===== src/rtl/ucode_sequencer_pkg.sv =====
// Shared definitions for the micro-PC sequencer: next-address modes, microword
// field offsets and the default vector/dispatch addresses.
package ucode_sequencer_pkg;

  typedef enum logic [2:0] {
    NM_NEXT     = 3'd0,
    NM_JUMP     = 3'd1,
    NM_DISPATCH = 3'd2,
    NM_END      = 3'd3,
    NM_CBR      = 3'd4,
    NM_HALT     = 3'd5,
    NM_END6     = 3'd6,
    NM_END7     = 3'd7
  } nmode_t;

  typedef enum logic {
    PH_SETUP = 1'b0,
    PH_M     = 1'b1
  } phase_t;

  localparam int unsigned NMODE_LSB  = 0;
  localparam int unsigned WAIT_BIT   = 3;
  localparam int unsigned TARGET_LSB = 4;

  localparam int unsigned DEF_IW  = 16;
  localparam int unsigned DEF_OPW = 6;
  localparam int unsigned DEF_UA  = 8;
  localparam int unsigned DEF_UW  = 40;

  localparam logic [7:0]  DEF_FETCH_ADDR = 8'd2;
  localparam logic [7:0]  DEF_DISP_BASE  = 8'd64;
  localparam logic [7:0]  DEF_TRAP_VEC   = 8'd250;
  localparam logic [7:0]  DEF_IRQ_VEC    = 8'd252;
  localparam logic [15:0] DEF_HALT_INSTR = 16'hfe00;

endpackage


===== src/rtl/ucode_sequencer_if.sv =====
// Sequencer-to-core signal bundle: IR/ROM/flag inputs and micro-PC/control outputs.
interface ucode_sequencer_if
  import ucode_sequencer_pkg::*;
#(
  parameter int unsigned IW = DEF_IW,
  parameter int unsigned UA = DEF_UA,
  parameter int unsigned UW = DEF_UW
) ();
  logic [IW-1:0]      instr;
  logic [UW-1:0]      uword;
  logic               cond_true;
  logic               mem_ready;
  logic               trap_r;
  logic               irq_r;
  logic [UA-1:0]      uaddr;
  logic [UW-UA-5:0]   ctrl;
  logic               phase_m;
  logic               stall;
  logic               irq_ack;
  logic               HLT;

  modport master (
    input  instr, uword, cond_true, mem_ready, trap_r, irq_r,
    output uaddr, ctrl, phase_m, stall, irq_ack, HLT
  );

  modport slave (
    output instr, uword, cond_true, mem_ready, trap_r, irq_r,
    input  uaddr, ctrl, phase_m, stall, irq_ack, HLT
  );
endinterface


===== src/rtl/ucode_sequencer_next_addr.sv =====
// Combinational next-micro-address selection from the microword's nmode field.
module uc_next_addr
  import ucode_sequencer_pkg::*;
#(
  parameter int unsigned UA         = DEF_UA,
  parameter int unsigned OPW        = DEF_OPW,
  parameter logic [UA-1:0] FETCH_ADDR = UA'(DEF_FETCH_ADDR),
  parameter logic [UA-1:0] DISP_BASE  = UA'(DEF_DISP_BASE),
  parameter logic [UA-1:0] IRQ_VEC    = UA'(DEF_IRQ_VEC)
) (
  input  nmode_t         i_nmode,
  input  logic [UA-1:0]  i_uaddr,
  input  logic [UA-1:0]  i_target,
  input  logic [OPW-1:0] i_opcode,
  input  logic           i_cond_true,
  input  logic           i_irq_r,
  input  logic           i_halt_instr,
  output logic [UA-1:0]  o_next,
  output logic           o_take_irq,
  output logic           o_go_halt
);
  logic [UA-1:0] w_inc;

  assign w_inc = i_uaddr + UA'(1);

  always_comb begin
    o_next     = w_inc;
    o_take_irq = 1'b0;
    o_go_halt  = 1'b0;
    case (i_nmode)
      NM_NEXT:     o_next = w_inc;
      NM_JUMP:     o_next = i_target;
      NM_DISPATCH: begin
        o_next    = DISP_BASE + UA'(i_opcode);
        o_go_halt = i_halt_instr;
      end
      NM_CBR:      o_next = i_cond_true ? i_target : w_inc;
      NM_HALT:     o_go_halt = 1'b1;
      default: begin
        // END and the unused encodings 6/7 all close the instruction
        o_next     = i_irq_r ? IRQ_VEC : FETCH_ADDR;
        o_take_irq = i_irq_r;
      end
    endcase
  end
endmodule


===== src/rtl/ucode_sequencer.sv =====
// Micro-PC sequencer: two-phase steps, memory wait, trap/irq vectoring and sticky halt.
module ucode_sequencer
  import ucode_sequencer_pkg::*;
#(
  parameter int unsigned IW  = DEF_IW,
  parameter int unsigned OPW = DEF_OPW,
  parameter int unsigned UA  = DEF_UA,
  parameter int unsigned UW  = DEF_UW,
  parameter logic [UA-1:0] FETCH_ADDR = UA'(DEF_FETCH_ADDR),
  parameter logic [UA-1:0] DISP_BASE  = UA'(DEF_DISP_BASE),
  parameter logic [UA-1:0] TRAP_VEC   = UA'(DEF_TRAP_VEC),
  parameter logic [UA-1:0] IRQ_VEC    = UA'(DEF_IRQ_VEC),
  parameter logic [IW-1:0] HALT_INSTR = IW'(DEF_HALT_INSTR)
) (
  input logic              clk,
  input logic              reset,
  ucode_sequencer_if.master bus
);
  phase_t         r_phase, w_phase_nxt;
  logic [UA-1:0]  r_uaddr, w_uaddr_nxt;
  logic           r_hlt, w_hlt_nxt;
  logic           r_irq_ack, w_irq_ack_nxt;

  logic [OPW-1:0] w_opcode;
  logic [UA-1:0]  w_next;
  logic           w_take_irq;
  logic           w_go_halt;
  logic           w_wait_blk;

  // Short-form opcodes (msb clear) use only the two bits below the msb
  assign w_opcode   = bus.instr[IW-1] ? bus.instr[IW-2 -: OPW]
                                      : OPW'(bus.instr[IW-2 -: 2]);
  assign w_wait_blk = bus.uword[WAIT_BIT] & ~bus.mem_ready;

  uc_next_addr #(
    .UA         (UA),
    .OPW        (OPW),
    .FETCH_ADDR (FETCH_ADDR),
    .DISP_BASE  (DISP_BASE),
    .IRQ_VEC    (IRQ_VEC)
  ) u_next (
    .i_nmode      (nmode_t'(bus.uword[NMODE_LSB +: 3])),
    .i_uaddr      (r_uaddr),
    .i_target     (bus.uword[TARGET_LSB +: UA]),
    .i_opcode     (w_opcode),
    .i_cond_true  (bus.cond_true),
    .i_irq_r      (bus.irq_r),
    .i_halt_instr (bus.instr == HALT_INSTR),
    .o_next       (w_next),
    .o_take_irq   (w_take_irq),
    .o_go_halt    (w_go_halt)
  );

  always_ff @(posedge clk or posedge reset) begin
    if (reset) begin
      r_phase   <= PH_SETUP;
      r_uaddr   <= FETCH_ADDR;
      r_hlt     <= 1'b0;
      r_irq_ack <= 1'b0;
    end else begin
      r_phase   <= w_phase_nxt;
      r_uaddr   <= w_uaddr_nxt;
      r_hlt     <= w_hlt_nxt;
      r_irq_ack <= w_irq_ack_nxt;
    end
  end

  // Commit priority: trap > halt > stall > nmode (irq folded into END)
  always_comb begin
    w_phase_nxt   = r_phase;
    w_uaddr_nxt   = r_uaddr;
    w_hlt_nxt     = r_hlt;
    w_irq_ack_nxt = 1'b0;
    if (!r_hlt) begin
      case (r_phase)
        PH_SETUP: w_phase_nxt = PH_M;
        PH_M: begin
          if (bus.trap_r) begin
            w_uaddr_nxt = TRAP_VEC;
            w_phase_nxt = PH_SETUP;
          end else if (w_go_halt) begin
            w_hlt_nxt = 1'b1;
          end else if (!w_wait_blk) begin
            w_uaddr_nxt   = w_next;
            w_phase_nxt   = PH_SETUP;
            w_irq_ack_nxt = w_take_irq;
          end
        end
        default: w_phase_nxt = PH_SETUP;
      endcase
    end
  end

  assign bus.uaddr   = r_uaddr;
  assign bus.phase_m = (r_phase == PH_M);
  assign bus.stall   = (r_phase == PH_M) & w_wait_blk & ~r_hlt;
  assign bus.irq_ack = r_irq_ack;
  assign bus.HLT     = r_hlt;
  assign bus.ctrl    = r_hlt ? '0 : bus.uword[UW-1:UA+4];
endmodule


===== src/flat_wrapper.sv =====
// flat-port wrapper written by rule: the top's interface ports become plain ports
module ucode_sequencer_flat import ucode_sequencer_pkg::*;
#(
  parameter int unsigned IW  = DEF_IW,
  parameter int unsigned OPW = DEF_OPW,
  parameter int unsigned UA  = DEF_UA,
  parameter int unsigned UW  = DEF_UW,
  parameter logic [UA-1:0] FETCH_ADDR = UA'(DEF_FETCH_ADDR),
  parameter logic [UA-1:0] DISP_BASE  = UA'(DEF_DISP_BASE),
  parameter logic [UA-1:0] TRAP_VEC   = UA'(DEF_TRAP_VEC),
  parameter logic [UA-1:0] IRQ_VEC    = UA'(DEF_IRQ_VEC),
  parameter logic [IW-1:0] HALT_INSTR = IW'(DEF_HALT_INSTR)
)
  (clk, reset, bus_instr, bus_uword, bus_cond_true, bus_mem_ready, bus_trap_r, bus_irq_r, bus_uaddr, bus_ctrl, bus_phase_m, bus_stall, bus_irq_ack, bus_HLT);
  ucode_sequencer_if #(.IW(IW), .UA(UA), .UW(UW)) bus_i ();
  input logic clk;
  input logic reset;
  input wire logic [$bits(bus_i.instr)-1:0] bus_instr;
  input wire logic [$bits(bus_i.uword)-1:0] bus_uword;
  input wire logic [$bits(bus_i.cond_true)-1:0] bus_cond_true;
  input wire logic [$bits(bus_i.mem_ready)-1:0] bus_mem_ready;
  input wire logic [$bits(bus_i.trap_r)-1:0] bus_trap_r;
  input wire logic [$bits(bus_i.irq_r)-1:0] bus_irq_r;
  output wire logic [$bits(bus_i.uaddr)-1:0] bus_uaddr;
  output wire logic [$bits(bus_i.ctrl)-1:0] bus_ctrl;
  output wire logic [$bits(bus_i.phase_m)-1:0] bus_phase_m;
  output wire logic [$bits(bus_i.stall)-1:0] bus_stall;
  output wire logic [$bits(bus_i.irq_ack)-1:0] bus_irq_ack;
  output wire logic [$bits(bus_i.HLT)-1:0] bus_HLT;
  assign bus_i.instr = bus_instr;
  assign bus_i.uword = bus_uword;
  assign bus_i.cond_true = bus_cond_true;
  assign bus_i.mem_ready = bus_mem_ready;
  assign bus_i.trap_r = bus_trap_r;
  assign bus_i.irq_r = bus_irq_r;
  assign bus_uaddr = bus_i.uaddr;
  assign bus_ctrl = bus_i.ctrl;
  assign bus_phase_m = bus_i.phase_m;
  assign bus_stall = bus_i.stall;
  assign bus_irq_ack = bus_i.irq_ack;
  assign bus_HLT = bus_i.HLT;
  ucode_sequencer #(.IW(IW), .OPW(OPW), .UA(UA), .UW(UW), .FETCH_ADDR(FETCH_ADDR), .DISP_BASE(DISP_BASE), .TRAP_VEC(TRAP_VEC), .IRQ_VEC(IRQ_VEC), .HALT_INSTR(HALT_INSTR)) u_core (.clk(clk), .reset(reset), .bus(bus_i));
endmodule

===== config.mk =====
export PLATFORM = sky130hd
export DESIGN_NAME = ucode_sequencer_flat
export DESIGN_NICKNAME = d
export VERILOG_FILES = /design/src/rtl/ucode_sequencer_pkg.sv /design/src/rtl/ucode_sequencer_if.sv /design/src/rtl/ucode_sequencer_next_addr.sv /design/src/rtl/ucode_sequencer.sv /design/src/flat_wrapper.sv
export SDC_FILE = /design/constraint.sdc
export NUM_CORES = 1
export LEC_CHECK = 0
export CAP_MARGIN = 40
export CELL_PAD_IN_SITES_DETAIL_PLACEMENT = 0
export CELL_PAD_IN_SITES_GLOBAL_PLACEMENT = 2
export CORE_ASPECT_RATIO = 0.8
export CORE_MARGIN = 10
export CORE_UTILIZATION = 30
export CTS_CLUSTER_DIAMETER = 30
export CTS_CLUSTER_SIZE = 16
export DETAILED_ROUTE_END_ITERATION = 12
export DONT_BUFFER_PORTS = 1
export PLACE_DENSITY = 0.77
export REMOVE_ABC_BUFFERS = 1
export SLEW_MARGIN = 30
export SYNTH_ARGS = -nofsm -noshare
export SYNTH_HDL_FRONTEND = slang
export SYNTH_SLANG_ARGS = --single-unit

===== constraint.sdc =====
create_clock -name clk -period 2.3 [get_ports clk]
set_input_delay 0.23 -clock clk [delete_from_list [all_inputs] [get_ports clk]]
set_output_delay 0.23 -clock clk [all_outputs]
set_load 0.05 [all_outputs]

# After elaboration in Yosys (flattened, before gate mapping)

Index checks and enable logic that the tools add are counted.

Register bits: 11
Input bits: 62
Output and inout bits: 40
Logic and storage cells: 46

Add/subtract/negate cells: 2
Eq/ne operators: 7
Mux-type cells: 23
Bitwise operators: 6
Reduce and logical (&&, ||, !) cells: 4

Operator list:

| cell                 | count |
|---|---|
| $mux 8               | 5 |
| $pmux 8 s4           | 1 |
| $mux 28              | 1 |
| $eq 16x16->1 const B | 1 |
| $mux 1               | 13 |
| $add 7x6->8 const A  | 1 |
| $add 8x1->8 const B  | 1 |
| $eq 3x3->1 const B   | 2 |
| $mux 6               | 1 |
| $reduce_or 5->1      | 1 |
| $ne 2x2->1 const B   | 2 |
| $pmux 1 s2           | 2 |
| $reduce_and 4->1     | 1 |
| $and 1x1->1          | 3 |
| $eq 3x1->1 const B   | 1 |
| $eq 3x2->1 const B   | 1 |
| $logic_not 3->1      | 1 |
| $not 1->1            | 3 |
| $reduce_or 2->1      | 1 |

# Longest topological paths before layout

Gate-level depths: netlist of the first run.

Depth after elaboration: 8
Depth in mapped cells: 6
Gate-level depth less buffers: 6

# Hierarchy

From an unflattened synthesis of the first run, not the netlist that was laid out.

Cell total of the unflattened synthesis: 153
Area total of the unflattened synthesis: 1207.4 um2

By module, submodules not included:

| module          | times used | cells each | area each (um2) | sequential area each (um2) |
|---|---|---|---|---|
| ucode_sequencer | 1          | 95         | 823.3           | 276.5 |
| uc_next_addr    | 1          | 58         | 384.1           | 0.0 |

# Worst setup path after synthesis of the first run

OpenSTA, ideal clock, no wires.

Path type: flip-flop to output port
From: register u_core.r_hlt (netlist: u_core.bus.HLT)
To: output port bus_stall
Arrival: 1976 ps
Data required time: 2070 ps
Path slack: 94 ps
Stages on the path, launching flop included: 3
Buffers on the path: 1
Cells stage by stage: dfrtp_1 clkbuf_1 nor3_1

Word-level cells in the longest chain between the ends: 2

Ends and longest elaborated chain:

| element                | RTL line              | source |
|---|---|---|
| start, declared        | ucode_sequencer.sv:21 | `logic r_hlt, w_hlt_nxt;` |
| start signal, assigned | ucode_sequencer.sv:63 | `r_hlt <= w_hlt_nxt;` |
| $not 1->1              | ucode_sequencer.sv:96 | `assign bus.stall = (r_phase == PH_M) & w_wait_blk & ~r_hlt;` |
| $and 1x1->1            | ucode_sequencer.sv:96 |  |
| end, declared          | flat_wrapper.sv:27    | `output wire logic [$bits(bus_i.stall)-1:0] bus_stall;` |

Every way passes these cells.

# Worst setup path in the final report of the first run

From: register u_core.r_uaddr[1] (netlist: u_core.bus.uaddr[1])
To: register u_core.r_uaddr[6] (netlist: u_core.bus.uaddr[6])

Word-level cells in the longest chain between the ends: 6

Ends and longest elaborated chain:

| element                | RTL line                        | source |
|---|---|---|
| start, declared        | ucode_sequencer.sv:20           | `logic [UA-1:0] r_uaddr, w_uaddr_nxt;` |
| start signal, assigned | ucode_sequencer.sv:62           | `r_uaddr <= w_uaddr_nxt;` |
| $add 8x1->8 (*)        | ucode_sequencer_next_addr.sv:24 | `assign w_inc = i_uaddr + UA'(1);` |
| $mux 8                 | ucode_sequencer_next_addr.sv:37 | `NM_CBR: o_next = i_cond_true ? i_target : w_inc;` |
| $pmux 8 s4 (*)         | ucode_sequencer_next_addr.sv:30 | `case (i_nmode)` |
| $mux 8 (*)             | ucode_sequencer.sv:83           | `end else if (!w_wait_blk) begin` |
| $mux 8 (*)             | ucode_sequencer.sv:81           | `end else if (w_go_halt) begin` |
| $mux 8 (*)             | ucode_sequencer.sv:78           | `if (bus.trap_r) begin` |

Mark *: on every way between the ends. The rest lies on a longest branch, timed or not. The select of a mux whose other input is x is not followed.
A chain may end at the register's enable or synchronous reset.

==> results of run 1 <==
-- path summary, 6_finish.rpt --
kind	startpoint	to	slack (ns)	cells after the start
setup / recovery	u_core.bus.uaddr[1]	u_core.bus.uaddr[6]	0.41	6
hold / removal	bus_uword[4]	u_core.bus.uaddr[0]	0.18	2
setup reg to reg	u_core.bus.uaddr[1]	u_core.bus.uaddr[6]	0.41	6
hold reg to reg	u_core.bus.HLT	u_core.bus.irq_ack	0.58	3
max in group asynchronous	reset	u_core.bus.uaddr[1]	1.51	2
min in group asynchronous	reset	u_core.bus.uaddr[4]	0.44	2
-- Yosys cell counts, types with 2 or more instances --
cell type,count,area (um2)
sky130_fd_sc_hd__nor2b_1,30,188
sky130_fd_sc_hd__clkbuf_1,3,11.3
sky130_fd_sc_hd__inv_1,6,22.5
sky130_fd_sc_hd__o21ai_0,4,20.0
sky130_fd_sc_hd__a211oi_1,4,30.0
sky130_fd_sc_hd__xor2_1,3,26.3
sky130_fd_sc_hd__xnor2_1,2,17.5
sky130_fd_sc_hd__nor3_1,3,15.0
sky130_fd_sc_hd__a31o_2,2,17.5
sky130_fd_sc_hd__o32a_1,3,30.0
sky130_fd_sc_hd__or2_2,2,12.5
sky130_fd_sc_hd__a21oi_1,4,20.0
sky130_fd_sc_hd__mux2i_1,3,30.0
sky130_fd_sc_hd__o21a_1,2,15.0
sky130_fd_sc_hd__and2_1,3,18.8
sky130_fd_sc_hd__nand2_1,10,37.5
sky130_fd_sc_hd__mux2_2,2,22.5
sky130_fd_sc_hd__dfrtp_1,10,250
sky130_fd_sc_hd__nor2_1,8,30.0
sky130_fd_sc_hd__nor4_1,3,18.8
sky130_fd_sc_hd__nand2b_1,2,12.5
sky130_fd_sc_hd__o221ai_1,2,17.5
sky130_fd_sc_hd__nand3_1,9,45.0
-- critical path: stages, from the launching register on --
cell,delay (ns)
sky130_fd_sc_hd__dfstp_2,0.53
sky130_fd_sc_hd__ha_1,0.20
sky130_fd_sc_hd__nand2_1,0.09
sky130_fd_sc_hd__o21ai_0,0.29
sky130_fd_sc_hd__a31o_2,0.21
sky130_fd_sc_hd__nand3_1,0.08
sky130_fd_sc_hd__o32a_2,0.37
-- area by class of cell --
class / count / area, um2
repair buffers: 39 / 295
inverters: 6 / 22.5
well taps: 42 / 52.6
fillers: 375 / 2030
clock buffers: 4 / 45.0
flip-flops and latches: 11 / 277
multi-input cells: 120 / 801
-- power groups by stage --
stage | sequential, uW | clock (uW) | combinational [uW]
after CTS | 372 | 203 | 1480
after global placement | 370 | 0 | 1450
after global routing | 383 | 216 | 1550
after floorplan | 678 | 0 | 745
final | 371 | 201 | 1470
after detailed placement | 376 | 0 | 1470
-- stage by stage --
step | instances | area (um2) | setup WS [ns] | utilization, % | hold WS, ns
final | 222 | 1490 | 0.413 | 42.4 | 0.183
after global routing | 222 | 1490 | 0.287 | 42.4 | 0.175
after detailed placement | 217 | 1440 | 0.441 | 40.9 | 0.162
after CTS | 222 | 1490 | 0.427 | 42.4 | 0.172
after floorplan | 137 | 1090 | 0.00763 | - | 0.0817
after global placement | 217 | 1440 | 0.525 | 40.9 | 0.148
-- registers in the layout, summed over array words and instances, names as in the netlist --
signal / count
u_core.bus.HLT: 1
u_core.bus.irq_ack: 1
u_core.bus.phase_m: 1
u_core.bus.uaddr: 8
-- routing by layer --
layer | part of all wire, % | track usage, %
met2 | 49 | 22.4
met4 | 0.15 | 3.04
met3 | 11 | 5.07
met1 | 40 | 14.8
met5 | 0 | 0
-- cell families after synthesis --
kind of cell	synth area share, %
fa+ha+maj	1.11
buf+inv	5.09
xor+xnor	3.88
flops	24.5
compound gates	21.7
simple gates	39.1
mux	4.65
==> metrics.txt, run 1 <==
# TYPE chip_impl_metric gauge
chip_impl_info{name="outcome",value="finished clean"} 1
chip_impl_metric{name="report.power.total",unit="uW"} 2040
chip_impl_info{name="synthFlopType",value="sky130_fd_sc_hd__dfrtp_1"} 1
chip_impl_info{name="cp-end-kind",value="flop"} 1
chip_impl_metric{name="top_level_ports",unit=""} 102
chip_impl_metric{name="power.share.combinational",unit="%"} 72.0
chip_impl_metric{name="clock_network_fraction_of_design_power",unit="%"} 9.8
chip_impl_metric{name="routed-via-count",unit=""} 1222
chip_impl_metric{name="cp_data_required_time",unit="ns"} 2.43
chip_impl_metric{name="tns",unit="ns"} 0
chip_impl_metric{name="synthesis.area",unit="um2"} 1130
chip_impl_metric{name="critPathMaxFanout",unit=""} 3
chip_impl_metric{name="vias_per_cell",unit=""} 5.50
chip_impl_metric{name="final_antenna_net_count",unit=""} 0
chip_impl_metric{name="overall_routing_resource_usage",unit="%"} 12.9
chip_impl_metric{name="drt-pass1-iter-count",unit=""} 4
chip_impl_metric{name="drive_gt1_share",unit="%"} 30.0
chip_impl_metric{name="fmax",unit="GHz"} 0.530
chip_impl_metric{name="pwr-share-seq",unit="%"} 18.2
chip_impl_metric{name="clkSlewWorstSetupHoldPaths",unit="ns"} 0.06
chip_impl_metric{name="final_max_slew_viol_count",unit=""} 0
chip_impl_metric{name="avgSynthCellArea",unit="um2"} 7.90
chip_impl_metric{name="post_cts_resize_count",unit=""} 0
chip_impl_metric{name="drt_drc_violations_left",unit=""} 0
chip_impl_metric{name="io_buffer_count",unit=""} 0
chip_impl_metric{name="grt_pass1_wl",unit="mm"} 6.73
chip_impl_metric{name="htree_num_levels",unit=""} 1
chip_impl_metric{name="die_area",unit="um2"} 6640
chip_impl_metric{name="globalRoute.totalOverflow",unit=""} 0
chip_impl_metric{name="ys.warnings.count",unit=""} 0
chip_impl_metric{name="ys_ff_latch",unit=""} 11
chip_impl_metric{name="chipHeight",unit="um"} 74.9
chip_impl_metric{name="netSwitchingFraction",unit="%"} 59.7
chip_impl_metric{name="rows",unit=""} 19
chip_impl_info{name="layout.cells.most_common",value="sky130_fd_sc_hd__buf_4"} 1
chip_impl_metric{name="initial_core_util",unit="%"} 32.1
chip_impl_metric{name="layout_stage_area_growth_over_the_synthesis_result",unit="%"} 32.1
chip_impl_metric{name="total_leakage_power",unit="uW"} 0.000632
chip_impl_metric{name="dp_hpwl",unit="mm"} 3.98
chip_impl_info{name="unrepaired_setup_endpoints_after_global_routing",value="no"} 1
chip_impl_info{name="cts_root_buffer",value="sky130_fd_sc_hd__clkbuf_8"} 1
chip_impl_metric{name="internal_portion_of_total_power",unit="uW"} 823
chip_impl_metric{name="synth_seq_area_share",unit="%"} 24.5
chip_impl_metric{name="crit_arrival",unit="ns"} 2.01
chip_impl_metric{name="pwr_density_cell",unit="nW/um2"} 1370
chip_impl_metric{name="hold_violations",unit=""} 0
chip_impl_metric{name="post_route_fraction_of_the_period_consumed_by_the_critical_path",unit="%"} 82.0
chip_impl_metric{name="total_switching_power",unit="uW"} 1220
chip_impl_metric{name="insertion_delay",unit="ns"} 0.24
chip_impl_info{name="cts_tree",value="yes"} 1
chip_impl_metric{name="wirelength_per_cell",unit="um"} 20.7
chip_impl_metric{name="slew-limit-headroom",unit="%"} 63.3
chip_impl_metric{name="shortest_clock_period_the_worst_path_allows_after_layout",unit="ns"} 1.89
chip_impl_metric{name="synth_edf_count",unit=""} 0
chip_impl_metric{name="synthesis.instances",unit=""} 143
chip_impl_metric{name="synth_async_sr_flop_share",unit="%"} 100
chip_impl_metric{name="cts-hold-fix-buffers",unit=""} 1
chip_impl_metric{name="post_cts.repair.setup_buffers",unit=""} 0
chip_impl_metric{name="design.core.area",unit="um2"} 3520
chip_impl_metric{name="layout.nets",unit=""} 244
chip_impl_metric{name="maxCapViolCount",unit=""} 0
chip_impl_metric{name="tritoncts_num_sinks",unit=""} 11
chip_impl_metric{name="number_of_drc_markers_in_iteration_0",unit=""} 93
chip_impl_metric{name="grt_antenna_before_repair",unit=""} 0
chip_impl_metric{name="grt_start_max_net_pins",unit=""} 34
chip_impl_metric{name="fin_skew",unit="ns"} 0.00559
chip_impl_metric{name="antenna_diode_count",unit=""} 0
chip_impl_metric{name="via_count_of_the_first_global_routing_pass",unit=""} 1209
chip_impl_metric{name="max_root_sink_buffers",unit=""} 2
chip_impl_info{name="layout_common_cells",value="sky130_fd_sc_hd__buf_4 (38), sky130_fd_sc_hd__nor2b_1 (30), sky130_fd_sc_hd__nand2_1 (10), sky130_fd_sc_hd__dfrtp_1 (10), sky130_fd_sc_hd__nand3_1 (9)"} 1
chip_impl_metric{name="routed_wirelength",unit="mm"} 4.60
chip_impl_info{name="critical_path_class",value="flop to flop"} 1
chip_impl_metric{name="die_width",unit="um"} 88.6
chip_impl_info{name="critical_path.startpoint_type",value="flop"} 1
chip_impl_info{name="hold_path_class",value="input pin to flop"} 1
chip_impl_metric{name="place_congestion",unit=""} 0.829
chip_impl_metric{name="post_synth_num_cell_types",unit=""} 46
chip_impl_metric{name="vdd_ir_drop_max",unit="uV"} 457
chip_impl_metric{name="worst_slew_pin_slew",unit="ns"} 0.550
chip_impl_metric{name="setup_viol",unit=""} 0
chip_impl_metric{name="cts_made_buffers",unit=""} 3
Power figures use the tool's default switching activity.
==> run 2, diff against run 1 <==
--- a/config.mk
+++ b/config.mk
@@ -10,12 +10,12 @@
 export CELL_PAD_IN_SITES_GLOBAL_PLACEMENT = 2
 export CORE_ASPECT_RATIO = 0.8
 export CORE_MARGIN = 10
-export CORE_UTILIZATION = 30
+export CORE_UTILIZATION = 27
 export CTS_CLUSTER_DIAMETER = 30
 export CTS_CLUSTER_SIZE = 16
 export DETAILED_ROUTE_END_ITERATION = 12
 export DONT_BUFFER_PORTS = 1
-export PLACE_DENSITY = 0.77
+export PLACE_DENSITY = 0.74
 export REMOVE_ABC_BUFFERS = 1
 export SLEW_MARGIN = 30
 export SYNTH_ARGS = -nofsm -noshare
==> constraint.sdc (replaced) <==
create_clock -name clk -period 1.5 [get_ports clk]
set_input_delay 0.15 -clock clk [delete_from_list [all_inputs] [get_ports clk]]
set_output_delay 0.15 -clock clk [all_outputs]
set_load 0.05 [all_outputs]
==> run 2 against run 1 <==
  * The flow now finishes with violations (setup timing)
  * First-iteration DRC count fell by 39%
  * Clock skew decreased by 0.0016 ns
  * Die area rose by 8.3%
  * Wire length rose by 8.6%
  * Clock power up 60%
  * Sequential cell count is the same
  * Power rose by 70%
  * Combinational power up 78%
  * Sequential power grew 44%
  * Critical path type unchanged
  * Largest cell class unchanged
==> metrics.txt, run 2 (same netlist as run 1, synthesis figures left out) <==
# TYPE chip_impl_metric gauge
chip_impl_info{name="cts_tree",value="yes"} 1
chip_impl_metric{name="drt-pass1-iter-count",unit=""} 4
chip_impl_metric{name="cp_data_required_time",unit="ns"} 1.69
chip_impl_metric{name="tritoncts_num_sinks",unit=""} 11
chip_impl_info{name="outcome",value="complete, but fails checks"} 1
chip_impl_metric{name="pwr_density_cell",unit="nW/um2"} 2050
chip_impl_metric{name="io_buffer_count",unit=""} 0
chip_impl_metric{name="maxCapViolCount",unit=""} 0
chip_impl_metric{name="post_route_fraction_of_the_period_consumed_by_the_critical_path",unit="%"} 112
chip_impl_info{name="critical_path.startpoint_type",value="flop"} 1
chip_impl_metric{name="worst_slew_pin_slew",unit="ns"} 0.497
chip_impl_info{name="layout.cells.most_common",value="sky130_fd_sc_hd__buf_4"} 1
chip_impl_metric{name="post-place-cells",unit=""} 243
chip_impl_metric{name="routed_wirelength",unit="mm"} 4.99
chip_impl_metric{name="top_level_ports",unit=""} 102
chip_impl_metric{name="layout_stage_area_growth_over_the_synthesis_result",unit="%"} 50.1
chip_impl_metric{name="number_of_drc_markers_in_iteration_0",unit=""} 57
chip_impl_metric{name="vdd_ir_drop_max",unit="uV"} 943
chip_impl_metric{name="globalRoute.totalOverflow",unit=""} 0
chip_impl_metric{name="dp_worst_setup_slack",unit="ns"} -0.280
chip_impl_metric{name="max_root_sink_buffers",unit=""} 2
chip_impl_info{name="violated_checks",value="setup timing"} 1
chip_impl_metric{name="initial_core_util",unit="%"} 28.9
chip_impl_metric{name="tns",unit="ns"} -0.581
chip_impl_metric{name="critPathMaxFanout",unit=""} 3
chip_impl_metric{name="slew-limit-headroom",unit="%"} 66.8
chip_impl_metric{name="fmax",unit="GHz"} 0.595
chip_impl_metric{name="antenna_diode_count",unit=""} 0
chip_impl_metric{name="shortest_clock_period_the_worst_path_allows_after_layout",unit="ns"} 1.68
chip_impl_metric{name="clkSlewWorstSetupHoldPaths",unit="ns"} 0.06
chip_impl_metric{name="multi_input_area",unit="um2"} 871
chip_impl_metric{name="final_antenna_net_count",unit=""} 0
chip_impl_metric{name="die_area",unit="um2"} 7190
chip_impl_metric{name="grt_antenna_before_repair",unit=""} 0
chip_impl_metric{name="total_leakage_power",unit="uW"} 0.000709
chip_impl_metric{name="layout.nets",unit=""} 257
chip_impl_metric{name="insertion_delay",unit="ns"} 0.25
chip_impl_metric{name="report.power.total",unit="uW"} 3470
chip_impl_metric{name="drt_drc_violations_left",unit=""} 0
chip_impl_metric{name="wirelength_per_cell",unit="um"} 20.1
chip_impl_metric{name="overall_routing_resource_usage",unit="%"} 12.9
chip_impl_metric{name="final_max_slew_viol_count",unit=""} 0
chip_impl_info{name="critical_path_class",value="flop to flop"} 1
chip_impl_metric{name="design.core.area",unit="um2"} 3900
chip_impl_metric{name="cts_made_buffers",unit=""} 3
chip_impl_metric{name="htree_num_levels",unit=""} 1
chip_impl_info{name="layout_common_cells",value="sky130_fd_sc_hd__buf_4 (47), sky130_fd_sc_hd__nor2b_1 (29), sky130_fd_sc_hd__dfrtp_1 (10)"} 1
chip_impl_metric{name="chipHeight",unit="um"} 77.9
chip_impl_metric{name="via_count_of_the_first_global_routing_pass",unit=""} 1314
chip_impl_metric{name="largest_register_ffs",unit=""} 8
chip_impl_info{name="cp-end-kind",value="flop"} 1
chip_impl_metric{name="rows",unit=""} 20
chip_impl_info{name="cts_root_buffer",value="sky130_fd_sc_hd__clkbuf_8"} 1
chip_impl_info{name="hold_path_class",value="input pin to flop"} 1
chip_impl_metric{name="final_instance_count_without_filler_cells",unit=""} 248
chip_impl_metric{name="fin_skew",unit="ns"} 0.00403
chip_impl_metric{name="setup_ws",unit="ns"} -0.182
chip_impl_metric{name="ff_latch_area",unit="um2"} 277
chip_impl_metric{name="holdWs",unit="ns"} 0.0828
chip_impl_info{name="unrepaired_setup_endpoints_after_global_routing",value="yes"} 1
chip_impl_metric{name="grt_pass1_wl",unit="mm"} 7.51
chip_impl_metric{name="die_width",unit="um"} 92.3
chip_impl_metric{name="hold_violations",unit=""} 0
chip_impl_metric{name="grt_start_max_net_pins",unit=""} 34
chip_impl_metric{name="fill_cells",unit=""} 406
chip_impl_metric{name="vias_per_cell",unit=""} 5.02
chip_impl_metric{name="drive_gt1_share",unit="%"} 40.9
chip_impl_metric{name="setup_viol",unit=""} 5
chip_impl_metric{name="routed-via-count",unit=""} 1245
chip_impl_metric{name="crit_arrival",unit="ns"} 1.87
chip_impl_metric{name="place_congestion",unit=""} 0.809
chip_impl_metric{name="dp_hpwl",unit="mm"} 4.12
-- run 2: changes by cell type in the layout (fill, tap and decap cells not counted), sizes merged --
cell | previous run | this run
buf | 38 | 51
-- run 2: through the flow --
| stage | cell area (um2) | util (%) |
|---|---|---|
| 2_1_floorplan | 1090 | - |
| 3_3_place_gp | 1550 | 39.7 |
| 3_5_place_dp | 1550 | 39.7 |
| 4_1_cts | 1640 | 42.1 |
| 5_1_grt | 1700 | 43.4 |
| 6_report | 1700 | 43.4 |
-- run 2: worst paths after layout --
| check | from | end | slack [ns] | cells after the start |
|---|---|---|---|---|
| max in group asynchronous | reset | u_core.bus.uaddr[1] | 0.76 | 2 |
| hold reg to reg | u_core.bus.HLT | u_core.bus.irq_ack | 0.72 | 4 |
| setup / recovery | u_core.bus.uaddr[1] | u_core.bus.uaddr[6] | -0.18 | 6 |
| hold / removal | bus_uword[4] | u_core.bus.uaddr[0] | 0.08 | 2 |
| setup reg to reg | u_core.bus.uaddr[1] | u_core.bus.uaddr[6] | -0.18 | 6 |
| min in group asynchronous | reset | u_core.bus.uaddr[2] | 0.37 | 2 |
-- run 2: layout make-up --
| class | instances | share of cell area, % |
|---|---|---|
| multi-input combinational | 120 | 51.4 |
| sequential | 11 | 16.3 |
| clock buffer | 4 | 2.66 |
| inverter | 6 | 1.33 |
| timing repair buffer | 52 | 24.3 |
| tap | 55 | 4.06 |
-- run 2: metal layers --
metal / global-route usage (%) / wire length (um)
met5: 0 / 0
met4: 4.31 / 46
met3: 3.27 / 319
met2: 23.6 / 2660
met1: 14.1 / 1960
-- run 2: worst max-delay path, cell delays in order, from the launching register on --
cell and delay, ns:
sky130_fd_sc_hd__dfstp_2 0.57, sky130_fd_sc_hd__ha_4 0.15, sky130_fd_sc_hd__nand2_4 0.05, sky130_fd_sc_hd__or3_4 0.34, sky130_fd_sc_hd__a21o_1 0.18, sky130_fd_sc_hd__a211oi_2 0.18, sky130_fd_sc_hd__o32a_2 0.16
-- run 2: timing repair --
action,in CTS,in global routing
endpoints found under the hold margin,10,0
pin swaps,4,1
endpoints found under the setup margin,6,36
resized for setup,12,10
setup buffers,0,0
hold buffers,1,0
-- run 2: power breakdown --
part	total (uW)	leakage [uW]	internal [uW]	switching (uW)
Combinational	2610	0.000567	855	1760
Clock	321	0.0000228	188	133
Sequential	536	0.000120	425	111
Total	3470	0.000709	1470	2000
==> run 3, diff against run 2 <==
--- a/config.mk
+++ b/config.mk
@@ -5,17 +5,18 @@
 export SDC_FILE = /design/constraint.sdc
 export NUM_CORES = 1
 export LEC_CHECK = 0
+export ABC_CLOCK_PERIOD_IN_PS = 1800
 export CAP_MARGIN = 40
 export CELL_PAD_IN_SITES_DETAIL_PLACEMENT = 0
 export CELL_PAD_IN_SITES_GLOBAL_PLACEMENT = 2
 export CORE_ASPECT_RATIO = 0.8
 export CORE_MARGIN = 10
-export CORE_UTILIZATION = 27
+export CORE_UTILIZATION = 30
 export CTS_CLUSTER_DIAMETER = 30
 export CTS_CLUSTER_SIZE = 16
 export DETAILED_ROUTE_END_ITERATION = 12
 export DONT_BUFFER_PORTS = 1
-export PLACE_DENSITY = 0.74
+export PLACE_DENSITY = 0.77
 export REMOVE_ABC_BUFFERS = 1
 export SLEW_MARGIN = 30
 export SYNTH_ARGS = -nofsm -noshare
==> constraint.sdc (replaced) <==
create_clock -name clk -period 1.8 [get_ports clk]
set_input_delay 0.18 -clock clk [delete_from_list [all_inputs] [get_ports clk]]
set_output_delay 0.18 -clock clk [all_outputs]
set_load 0.05 [all_outputs]
==> run 3 against run 2 <==
  * The run now ends clean
  * Count of clock-buffer cells in the layout unchanged
  * First-iteration DRC count increased by 67%
  * Largest power group unchanged
  * Die area shrank 7.7%
  * Fmax fell by 2.1%
  * Clock power is 20% lower
  * Non-clock buffer count fell by 11
  * Global-route usage is 0.23 points higher
  * Power down 24%
  * Highest routed layer unchanged
==> metrics.txt, run 3 (same netlist as run 1, synthesis figures left out) <==
# TYPE chip_impl_metric gauge
chip_impl_metric{name="routed_wirelength",unit="mm"} 4.62
chip_impl_metric{name="worst_slew_pin_slew",unit="ns"} 0.529
chip_impl_metric{name="place_congestion",unit=""} 0.824
chip_impl_metric{name="wirelength_per_cell",unit="um"} 20.6
chip_impl_metric{name="clkSlewWorstSetupHoldPaths",unit="ns"} 0.05
chip_impl_metric{name="final_area",unit="um2"} 1520
chip_impl_metric{name="setup_ws",unit="ns"} 0.0814
chip_impl_metric{name="post-place-cells",unit=""} 219
chip_impl_info{name="cts_tree",value="yes"} 1
chip_impl_metric{name="pwr_density_cell",unit="nW/um2"} 1750
chip_impl_metric{name="maxCapViolCount",unit=""} 0
chip_impl_metric{name="routed-via-count",unit=""} 1234
chip_impl_metric{name="slew-limit-headroom",unit="%"} 64.7
chip_impl_info{name="layout_common_cells",value="sky130_fd_sc_hd__buf_4 (40), sky130_fd_sc_hd__nor2b_1 (30), sky130_fd_sc_hd__nand2_1 (10), sky130_fd_sc_hd__dfrtp_1 (10), sky130_fd_sc_hd__nand3_1 (9)"} 1
chip_impl_info{name="hold_path_class",value="input pin to flop"} 1
chip_impl_metric{name="total_leakage_power",unit="uW"} 0.000641
chip_impl_metric{name="cts_made_buffers",unit=""} 3
chip_impl_info{name="cts_root_buffer",value="sky130_fd_sc_hd__clkbuf_8"} 1
chip_impl_metric{name="htree_num_levels",unit=""} 1
chip_impl_metric{name="largest_register_ffs",unit=""} 8
chip_impl_metric{name="drive_gt1_share",unit="%"} 31.9
chip_impl_metric{name="chipHeight",unit="um"} 74.9
chip_impl_metric{name="fin_skew",unit="ns"} 0.00421
chip_impl_metric{name="max_root_sink_buffers",unit=""} 2
chip_impl_metric{name="grt_antenna_before_repair",unit=""} 0
chip_impl_metric{name="insertion_delay",unit="ns"} 0.24
chip_impl_metric{name="layout.nets",unit=""} 246
chip_impl_metric{name="drt_drc_violations_left",unit=""} 0
chip_impl_metric{name="die_area",unit="um2"} 6640
chip_impl_metric{name="layout_stage_area_growth_over_the_synthesis_result",unit="%"} 34.1
chip_impl_info{name="cp-end-kind",value="flop"} 1
chip_impl_metric{name="grt_start_max_net_pins",unit=""} 34
chip_impl_metric{name="rows",unit=""} 19
chip_impl_metric{name="globalRoute.totalOverflow",unit=""} 0
chip_impl_metric{name="via_count_of_the_first_global_routing_pass",unit=""} 1306
chip_impl_metric{name="placed_area",unit="um2"} 1450
chip_impl_metric{name="vdd_ir_drop_max",unit="uV"} 494
chip_impl_metric{name="fmax",unit="GHz"} 0.582
chip_impl_metric{name="top_level_ports",unit=""} 102
chip_impl_metric{name="antenna_diode_count",unit=""} 0
chip_impl_metric{name="post_route_fraction_of_the_period_consumed_by_the_critical_path",unit="%"} 95.5
chip_impl_metric{name="final_antenna_net_count",unit=""} 0
chip_impl_metric{name="dp_hpwl",unit="mm"} 4.04
chip_impl_metric{name="dp_worst_setup_slack",unit="ns"} 0.0162
chip_impl_metric{name="final_instance_count_without_filler_cells",unit=""} 224
chip_impl_metric{name="setup_viol",unit=""} 0
chip_impl_metric{name="tritoncts_num_sinks",unit=""} 11
chip_impl_metric{name="grt_pass1_wl",unit="mm"} 6.87
chip_impl_metric{name="shortest_clock_period_the_worst_path_allows_after_layout",unit="ns"} 1.72
chip_impl_info{name="layout.cells.most_common",value="sky130_fd_sc_hd__buf_4"} 1
chip_impl_info{name="outcome",value="finished clean"} 1
chip_impl_metric{name="vias_per_cell",unit=""} 5.51
chip_impl_metric{name="io_buffer_count",unit=""} 0
chip_impl_metric{name="hold_violations",unit=""} 0
chip_impl_info{name="critical_path.startpoint_type",value="flop"} 1
chip_impl_metric{name="number_of_drc_markers_in_iteration_0",unit=""} 95
chip_impl_metric{name="drt-pass1-iter-count",unit=""} 4
chip_impl_info{name="critical_path_class",value="flop to flop"} 1
chip_impl_metric{name="post_cts.repair.setup_buffers",unit=""} 0
chip_impl_metric{name="tns",unit="ns"} 0
chip_impl_metric{name="final_max_slew_viol_count",unit=""} 0
chip_impl_metric{name="design.core.area",unit="um2"} 3520
chip_impl_metric{name="cp_data_required_time",unit="ns"} 1.99
chip_impl_metric{name="die_width",unit="um"} 88.6
chip_impl_info{name="unrepaired_setup_endpoints_after_global_routing",value="no"} 1
chip_impl_metric{name="critPathMaxFanout",unit=""} 3
chip_impl_metric{name="initial_core_util",unit="%"} 32.1
chip_impl_metric{name="crit_arrival",unit="ns"} 1.91
chip_impl_metric{name="overall_routing_resource_usage",unit="%"} 13.1
-- run 3: cell types whose count changed in the layout (fill, tap and decap cells not counted), sizes merged --
cell  delta
buf     -11
-- run 3: what timing repair did --
action,in CTS,in global routing
endpoints found under the setup margin,0,1
resized for setup,0,3
hold endpoints to repair,10,0
hold buffers,1,0
-- run 3: final timing paths --
check                           slack [ns]                start  cells past startpoint                   to
max in group asynchronous             1.08                reset                      2  u_core.bus.uaddr[1]
worst max register to register        0.08  u_core.bus.uaddr[1]                      6  u_core.bus.uaddr[6]
worst min-delay path                  0.13         bus_uword[4]                      2  u_core.bus.uaddr[0]
worst max-delay path                  0.08  u_core.bus.uaddr[1]                      6  u_core.bus.uaddr[6]
worst min register to register        0.59       u_core.bus.HLT                      3   u_core.bus.irq_ack
min in group asynchronous             0.39                reset                      2  u_core.bus.uaddr[3]
-- run 3: critical path, cell delays in order (launching register included) --
cell and delay (ns):
sky130_fd_sc_hd__dfstp_2 0.53, sky130_fd_sc_hd__ha_2 0.17, sky130_fd_sc_hd__nand2_1 0.08, sky130_fd_sc_hd__or3_4 0.35, sky130_fd_sc_hd__a21o_1 0.20, sky130_fd_sc_hd__a211oi_2 0.17, sky130_fd_sc_hd__o32a_2 0.17
-- run 3: cell type report --
| class | instances | area [um2] |
|---|---|---|
| Tap cell | 42 | 52.6 |
| Multi-Input combinational cell | 120 | 808 |
| Sequential cell | 11 | 277 |
| Clock buffer | 4 | 45.0 |
| Timing Repair Buffer | 41 | 310 |
| Fill cell | 383 | 2000 |
| Inverter | 6 | 22.5 |
-- run 3: power breakdown --
part / switching [uW] / internal (uW) / total, uW
logic: 1380 / 567 / 1940
registers: 93.4 / 353 / 447
clock network: 100 / 156 / 257
total: 1570 / 1080 / 2650
-- run 3: per-layer routing --
metal	part of all wire (%)	track usage [%]
met5	0	0
met2	48	23.5
met1	40	14.4
met4	0.91	3.94
met3	11	4.42
-- run 3: metrics by stage --
stage	hold slack [ns]	util, %	total power (uW)
floorplan	0.0317	-	1820
global placement	0.0982	41.3	2360
detailed placement	0.102	41.3	2390
CTS	0.119	42.9	2650
global route	0.128	43.1	2790
finish	0.125	43.1	2650
